**config.mk**
```make
export PLATFORM = sky130hd
export DESIGN_NAME = shifter_reg_n
export DESIGN_NICKNAME = d
export VERILOG_FILES = /design/src/rtl/shifter_reg_n.sv
export SDC_FILE = /design/constraint.sdc
export NUM_CORES = 1
export LEC_CHECK = 0
export CAP_MARGIN = 20
export CORE_MARGIN = 1.5
export CORE_UTILIZATION = 45
export CTS_CLUSTER_DIAMETER = 200
export CTS_CLUSTER_SIZE = 24
export DETAILED_ROUTE_END_ITERATION = 6
export DONT_BUFFER_PORTS = 1
export PLACE_DENSITY = 0.57
export SLEW_MARGIN = 25
export SYNTH_ARGS = -nofsm -noshare
export SYNTH_HDL_FRONTEND = slang
export SYNTH_SLANG_ARGS = --single-unit
```
**constraint.sdc**
```tcl
create_clock -name clk -period 2 [get_ports clk]
set_input_delay 0.4 -clock clk [delete_from_list [all_inputs] [get_ports clk]]
set_output_delay 0.4 -clock clk [all_outputs]
set_load 0.02 [all_outputs]
```
**src/rtl/shifter_reg_n.sv**
```systemverilog
// -----------------------------------------------------------------------------
// shifter_reg_n
//
// A WIDTH-bit shift register. It updates once per clock from a 3-bit op:
// load, logical and arithmetic shifts, rotates, and serial shift-in.
// Besides the register it keeps two things:
//   carry - the last bit shifted or rotated out.
//   zero  - a flag that reads 1 when the register is zero.
// A shift amount of WIDTH or more has a defined result: the register fills
// with zeros, or with copies of the sign bit for ASR.
//
// Optional feature macro: SHIFTER_ROTATE_EN
//   defined   : ROL (101) and ROR (110) rotate by shamt mod WIDTH.
//   undefined : 101 and 110 act as NOP, and no rotate logic is built.
//
// Parameters:
//   WIDTH   - register and data width, 2..64.
//   SHAMT_W - width of shamt, 1..7. shamt may exceed WIDTH-1.
//
// Ports:
//   clk    in   rising-edge clock
//   reset  in   synchronous active-high reset; clears d_out and carry
//   en     in   update enable; when 0, d_out and carry hold
//   op     in   operation select (see op_e below)
//   shamt  in   shift/rotate amount k
//   s_in   in   serial input bit for SHIN
//   d_in   in   parallel load data
//   d_out  out  registered register contents
//   carry  out  registered last bit shifted or rotated out
//   zero   out  combinational, 1 when d_out == 0
// -----------------------------------------------------------------------------
module shifter_reg_n #(
  parameter int WIDTH   = 8,
  parameter int SHAMT_W = 3
) (
  input  logic               clk,
  input  logic               reset,
  input  logic               en,
  input  logic [2:0]         op,
  input  logic [SHAMT_W-1:0] shamt,
  input  logic               s_in,
  input  logic [WIDTH-1:0]   d_in,
  output logic [WIDTH-1:0]   d_out,
  output logic               carry,
  output logic               zero
);

  typedef enum logic [2:0] {
    OP_NOP  = 3'b000,
    OP_LOAD = 3'b001,
    OP_LSL  = 3'b010,
    OP_LSR  = 3'b011,
    OP_ASR  = 3'b100,
    OP_ROL  = 3'b101,
    OP_ROR  = 3'b110,
    OP_SHIN = 3'b111
  } op_e;

  op_e op_sel;
  assign op_sel = op_e'(op);

  // Each shift works on a register that is one bit wider than the data.
  // The extra bit, placed on the side the data leaves from, catches the last
  // bit shifted out. This gives the right carry for every amount:
  //   - For 1 <= k <= WIDTH, carry is the last data bit that left.
  //   - For k > WIDTH, carry is the fill bit instead (zero, or the sign for
  //     ASR).
  // The SV shift operators already saturate for large amounts, so no
  // range checks are needed.
  logic [WIDTH:0] lsl_full;  // {carry, result}
  logic [WIDTH:0] lsr_full;  // {result, carry}
  logic [WIDTH:0] asr_full;  // {result, carry}

  always_comb begin
    lsl_full = {1'b0, d_out} << shamt;
    lsr_full = {d_out, 1'b0} >> shamt;
    asr_full = $signed({d_out, 1'b0}) >>> shamt;
  end

`ifdef SHIFTER_ROTATE_EN
  localparam logic [31:0] W_U = 32'(WIDTH);

  logic [31:0]      rot_amt;
  logic [WIDTH-1:0] rol_res;
  logic [WIDTH-1:0] ror_res;

  // When rot_amt is 0, the complementary shift is by WIDTH and yields 0.
  // The OR then gives d_out back unchanged; that case is also gated off
  // below so carry holds.
  always_comb begin
    rot_amt = 32'(shamt) % W_U;
    rol_res = (d_out << rot_amt) | (d_out >> (W_U - rot_amt));
    ror_res = (d_out >> rot_amt) | (d_out << (W_U - rot_amt));
  end
`endif

  logic [WIDTH-1:0] d_next;
  logic             carry_next;
  logic             k_zero;

  always_comb begin
    // NOTE: every output of this block gets a default before the case, so
    // the paths that do not assign it cannot infer a latch.
    d_next     = d_out;
    carry_next = carry;
    k_zero     = (shamt == '0);

    case (op_sel)
      OP_LOAD: begin
        d_next     = d_in;
        carry_next = 1'b0;
      end
      OP_LSL: if (!k_zero) {carry_next, d_next} = lsl_full;
      OP_LSR: if (!k_zero) {d_next, carry_next} = lsr_full;
      OP_ASR: if (!k_zero) {d_next, carry_next} = asr_full;
`ifdef SHIFTER_ROTATE_EN
      OP_ROL: begin
        if (rot_amt != '0) begin
          d_next     = rol_res;
          carry_next = rol_res[0];
        end
      end
      OP_ROR: begin
        if (rot_amt != '0) begin
          d_next     = ror_res;
          carry_next = ror_res[WIDTH-1];
        end
      end
`endif
      OP_SHIN: begin
        d_next     = {d_out[WIDTH-2:0], s_in};
        carry_next = d_out[WIDTH-1];
      end
      default: ;  // NOP, and ROL/ROR when rotates are not built: hold
    endcase
  end

  always_ff @(posedge clk) begin
    // NOTE: state registers use non-blocking assignments. All flops then
    // sample the values from before the edge, so simulation matches the
    // hardware.
    if (reset) begin
      d_out <= '0;
      carry <= 1'b0;
    end else if (en) begin
      d_out <= d_next;
      carry <= carry_next;
    end
  end

  assign zero = (d_out == '0);

endmodule

```
Yosys cells after proc, flatten, opt, wreduce, memory -nomap -nowiden --
Index checks and enable logic that the tools add are counted.
Storage, ports and cells: register bits after elaboration 9, bits in latches 0, RAM bits 0, ROM bits 0, input bits 18, output and inout port bits 10, logic and storage cells 25, memories kept 0
Operators by class: add/sub/neg operators 0, $mul 0, divide/modulo/power cells 0, order comparisons 0, eq/ne operators 8, shifts and indexed selects 3, multiplexer cells 8, bitwise logic cells 0, reductions and logical operators 4
Operators with widths (number):
- one-hot mux 8 bit (5 select lines) | 1
- 2-to-1 mux 8 bit | 3
- left shift 8 x 3 -> 9 bit | 1
- >> shifter 9 x 3 -> 9 bit | 1
- >>> shifter 9 x 3 -> 9 bit | 1
- logical NOT 8 bit | 1
- equality test 3 x 2 -> 1 bit (second input constant) | 2
- equality test 3 bit (second input constant) | 2
- inequality test 2 bit (second input constant) | 3
- one-hot mux 1 bit (5 select lines) | 1
- AND reduction 5 bit | 1
- nonzero test 5 bit | 1
- equality test 3 x 1 -> 1 bit (second input constant) | 1
- logical NOT 3 bit | 1
- 2-to-1 mux 1 bit | 3

Depth between registers and ports, before layout --
depth after elaboration 3, gate-level depth with buffers 8, gate-level depth less buffers 5

Worst setup path after synthesis --
No wires, ideal clock.
path type register to output, from reg d_out[5], to out zero, data arrival time 1380 ps, data required time 1600 ps, setup slack 220 ps, stages on the path, launching flop included 4, buffers on the path 1, cell sequence dfxtp_1 > clkbuf_1 > or4_1 > nor2_1
Between the ends: word-level cells in the longest chain between the ends 1
Ends and longest elaborated chain:
- start, declared | RTL line 43 | output logic [WIDTH-1:0] d_out,
- start signal, assigned | RTL line 146 | d_out <= d_next;
- logical NOT 8 bit | RTL line 151 | assign zero = (d_out == '0);
- end, declared | RTL line 45 | output logic zero
Every way passes these cells.

Final worst setup path --
from reg d_out[7], to out zero
Same word-level chain as after synthesis.

==> flow_metrics.py <==
metrics = {
    "outcome": {
        "status": "finished, final reports clean",
    },
    "global_routing": {
        "grt_remaining_overflow": 0,
        "antenna_found_initial": 0,
        "grt_pass1_wl_um": 7510,
        "grt_max_degree": 29,
        "track_usage_pct": 27.6,
        "grt_pass1_vias": 1459,
    },
    "run": {
        "maxCapViolCount": 0,
    },
    "timing": {
        "hold_violations": 0,
        "period_needed_ns": 1.94,
        "max_freq_mhz": 514,
        "slew_viol_final": 0,
        "fin_tns_setup_ns": 0,
        "finalSetupViolations": 0,
        "max_slew_margin_pct": 57.9,
        "fin_ws_ns": 0.0562,
        "period_share_pct": 97.2,
        "rsz0062_at_grt": "false",
        "fin_skew_ns": 0.00955,
        "worstMarginPinSlew_ns": 0.627,
    },
    "setup_path": {
        "crit_family": "simple AND/OR/NAND/NOR gates",
        "r2r-end": "d_out[6]",
        "startpoint_type": "register",
        "r2r_start": "d_out[3]",
        "cp-startpoint": "d_out[7]",
        "required_ns": 1.60,
        "worst-path-buf-inv": 2,
        "ff2ff_setup_slack_ns": 0.23,
        "arrival_ns": 1.54,
        "worstSetupPathType": "register to primary output",
        "crit_top_cell": "buf_4",
        "cp_max_fo": 11,
        "end_kind": "primary output",
        "crit_cells": 4,
        "worstPathCellList": "buf_4 > or4_1 > nor2_1 > buf_4",
        "cpMaxStageDelayCell": "or4_1",
        "cpPeakStageDelay_ns": 0.47,
        "cp-endpoint": "zero",
        "rr_worst_depth": 5,
    },
    "final_layout": {
        "antenna_cells": 0,
        "syn2layout_area_growth_pct": 5.92,
        "drive_gt1_share_pct": 22.4,
        "final_nets": 211,
    },
    "power": {
        "switchingPower_uw": 252,
        "power_uw": 659,
        "internal_power_uw": 407,
        "p_comb_share_pct": 45.5,
        "p_leak_nw": 0.572,
        "p_clk_share_pct": 21.2,
        "powerDensity_nw_per_um2": 421,
        "pwr-share-seq_pct": 33.4,
        "vdd.ir_drop.worst_uv": 360,
        "switching_share_pct": 38.3,
    },
    "clock_network": {
        "cts-root-buf": "clkbuf_4",
        "cts_resized": 0,
        "cts_buffers": 3,
        "cts_hold_buf": 0,
        "clock_path_buffers": 2,
        "cts_sinks": 9,
        "post_cts_buffers": 0,
        "path_clk_slew_ns": 0.07,
        "clock_latency_ns": 0.26,
        "cts_max_level": 1,
        "cts_tree": "done",
    },
    "logic_synthesis": {
        "syn_area_sq_um": 1480,
        "ys_warn_count": 0,
        "synth_top_flop_cell": "dfxtp_1",
        "synth_top_cell_area_share_pct": 12.2,
        "synth_commonest_cells": "nor2_1 (17), a21oi_1 (12), nand2_1 (12)",
        "syn_nets": 209,
        "synthTopCellsByArea": "dfxtp_1 (12%), mux2i_1 (6.1%), mux4_2 (6.1%)",
        "synth_cell_types": 61,
        "yosysMostFrequentCell": "nor2_1",
        "synth-edff-count": 0,
        "yosysTopAreaCell": "dfxtp_1",
        "synthArstFlopShare_pct": 0,
        "yosys_register_bits": 9,
        "ys_seq_area_share_pct": 12.2,
        "synthCells": 191,
        "synth.avg_cell_area_sq_um": 7.74,
    },
    "floorplanning": {
        "placementRows": 20,
        "io_pins": 28,
        "start_util_pct": 48.0,
        "die_w_um": 60.3,
        "dieHeight_um": 60.3,
        "fp.dieArea_sq_um": 3640,
        "core_area_sq_um": 3080,
    },
    "placement": {
        "io_buffers": 0,
        "post-place-ws_ns": 0.163,
        "dp_hpwl_um": 3520,
        "gp_congestion": 0.884,
    },
    "routing": {
        "ant_nets": 0,
        "drt-total-wl_um": 4660,
        "wire_per_inst_um": 19.7,
        "dr.pass1.iters": 5,
        "drt_iter0_drc": 111,
        "route.detailed.drc": 0,
        "vias": 1571,
        "via_per_inst": 6.66,
    },
    "worst_hold_path": {
        "holdCritPathClass": "input pin to register",
    },
}
==> cells by family (layout without fill, tap and decap cells) <==
kind of cell	after synthesis	in the layout	synth area share, %
mux	21	21	18.3
buf+inv	26	27	9.81
simple gates	66	66	24.2
flops	9	9	12.2
xor+xnor	1	1	0.592
compound gates	68	68	34.9
==> how the worst min path moves through the flow <==
stage	from	end	slack, ns	cells past startpoint
after floorplan	reset	carry	0.46	1
after global placement	reset	carry	0.47	1
after detailed placement	reset	carry	0.47	1
after CTS	reset	carry	0.18	1
after global routing	reset	carry	0.18	1
final	reset	carry	0.19	1
==> state kept, by name, summed over array words and instances (netlist names) <==
register  cells
d_out         8
carry         1
==> power groups by stage <==
stage / registers (mW) / logic [mW] / clock network, mW
floorplan: 0.220 / 0.245 / 0
global placement: 0.223 / 0.293 / 0
detailed placement: 0.223 / 0.296 / 0
CTS: 0.219 / 0.297 / 0.143
global route: 0.221 / 0.325 / 0.150
finish: 0.220 / 0.300 / 0.140
==> area by class of cell <==
class	instances	area (sq um)
sequential	9	180
timing repair buffer	17	128
clock buffer	3	22.5
tap	44	55.1
clock inverter	1	5.00
inverter	6	22.5
fill	307	1510
multi-input combinational	156	1150
==> cell usage in the layout (no fill, tap or decap), drive strengths merged, types with 2 or more instances in the layout <==
cell type  count
a21o           2
o31ai          3
o211ai         2
a22oi          2
or4            2
a211oi         8
nand2b         2
nand2         12
a32oi          2
a2111oi        2
inv            6
mux2           8
nor2          17
nand3          7
nor3b          2
a22o           2
nor2b          7
mux4           4
a21oi         13
o21ai         13
buf           17
nor3           5
clkbuf         3
mux2i          9
o32ai          3
dfxtp          9
o21a           2
a221oi         5
or2            2
==> per-stage QoR <==
stage / hold WS, ns / instances / instance area (sq um) / utilization [%]
3_5_place_dp: 0.468 / 232 / 1540 / 50.0
3_3_place_gp: 0.468 / 232 / 1540 / 50.0
5_1_grt: 0.183 / 236 / 1570 / 50.9
6_report: 0.189 / 236 / 1570 / 50.9
4_1_cts: 0.182 / 236 / 1570 / 50.9
2_1_floorplan: 0.465 / 191 / 1480 / -
==> metal layers <==
metal	vias up	share of wire, %	global-route usage (%)
met5	-	0	0
met4	0	3.2	9.84
met3	15	8.2	5.63
met2	81	48	45.7
met1	735	41	35.6
li1	740	-	-
Power figures use the tool's default switching activity.
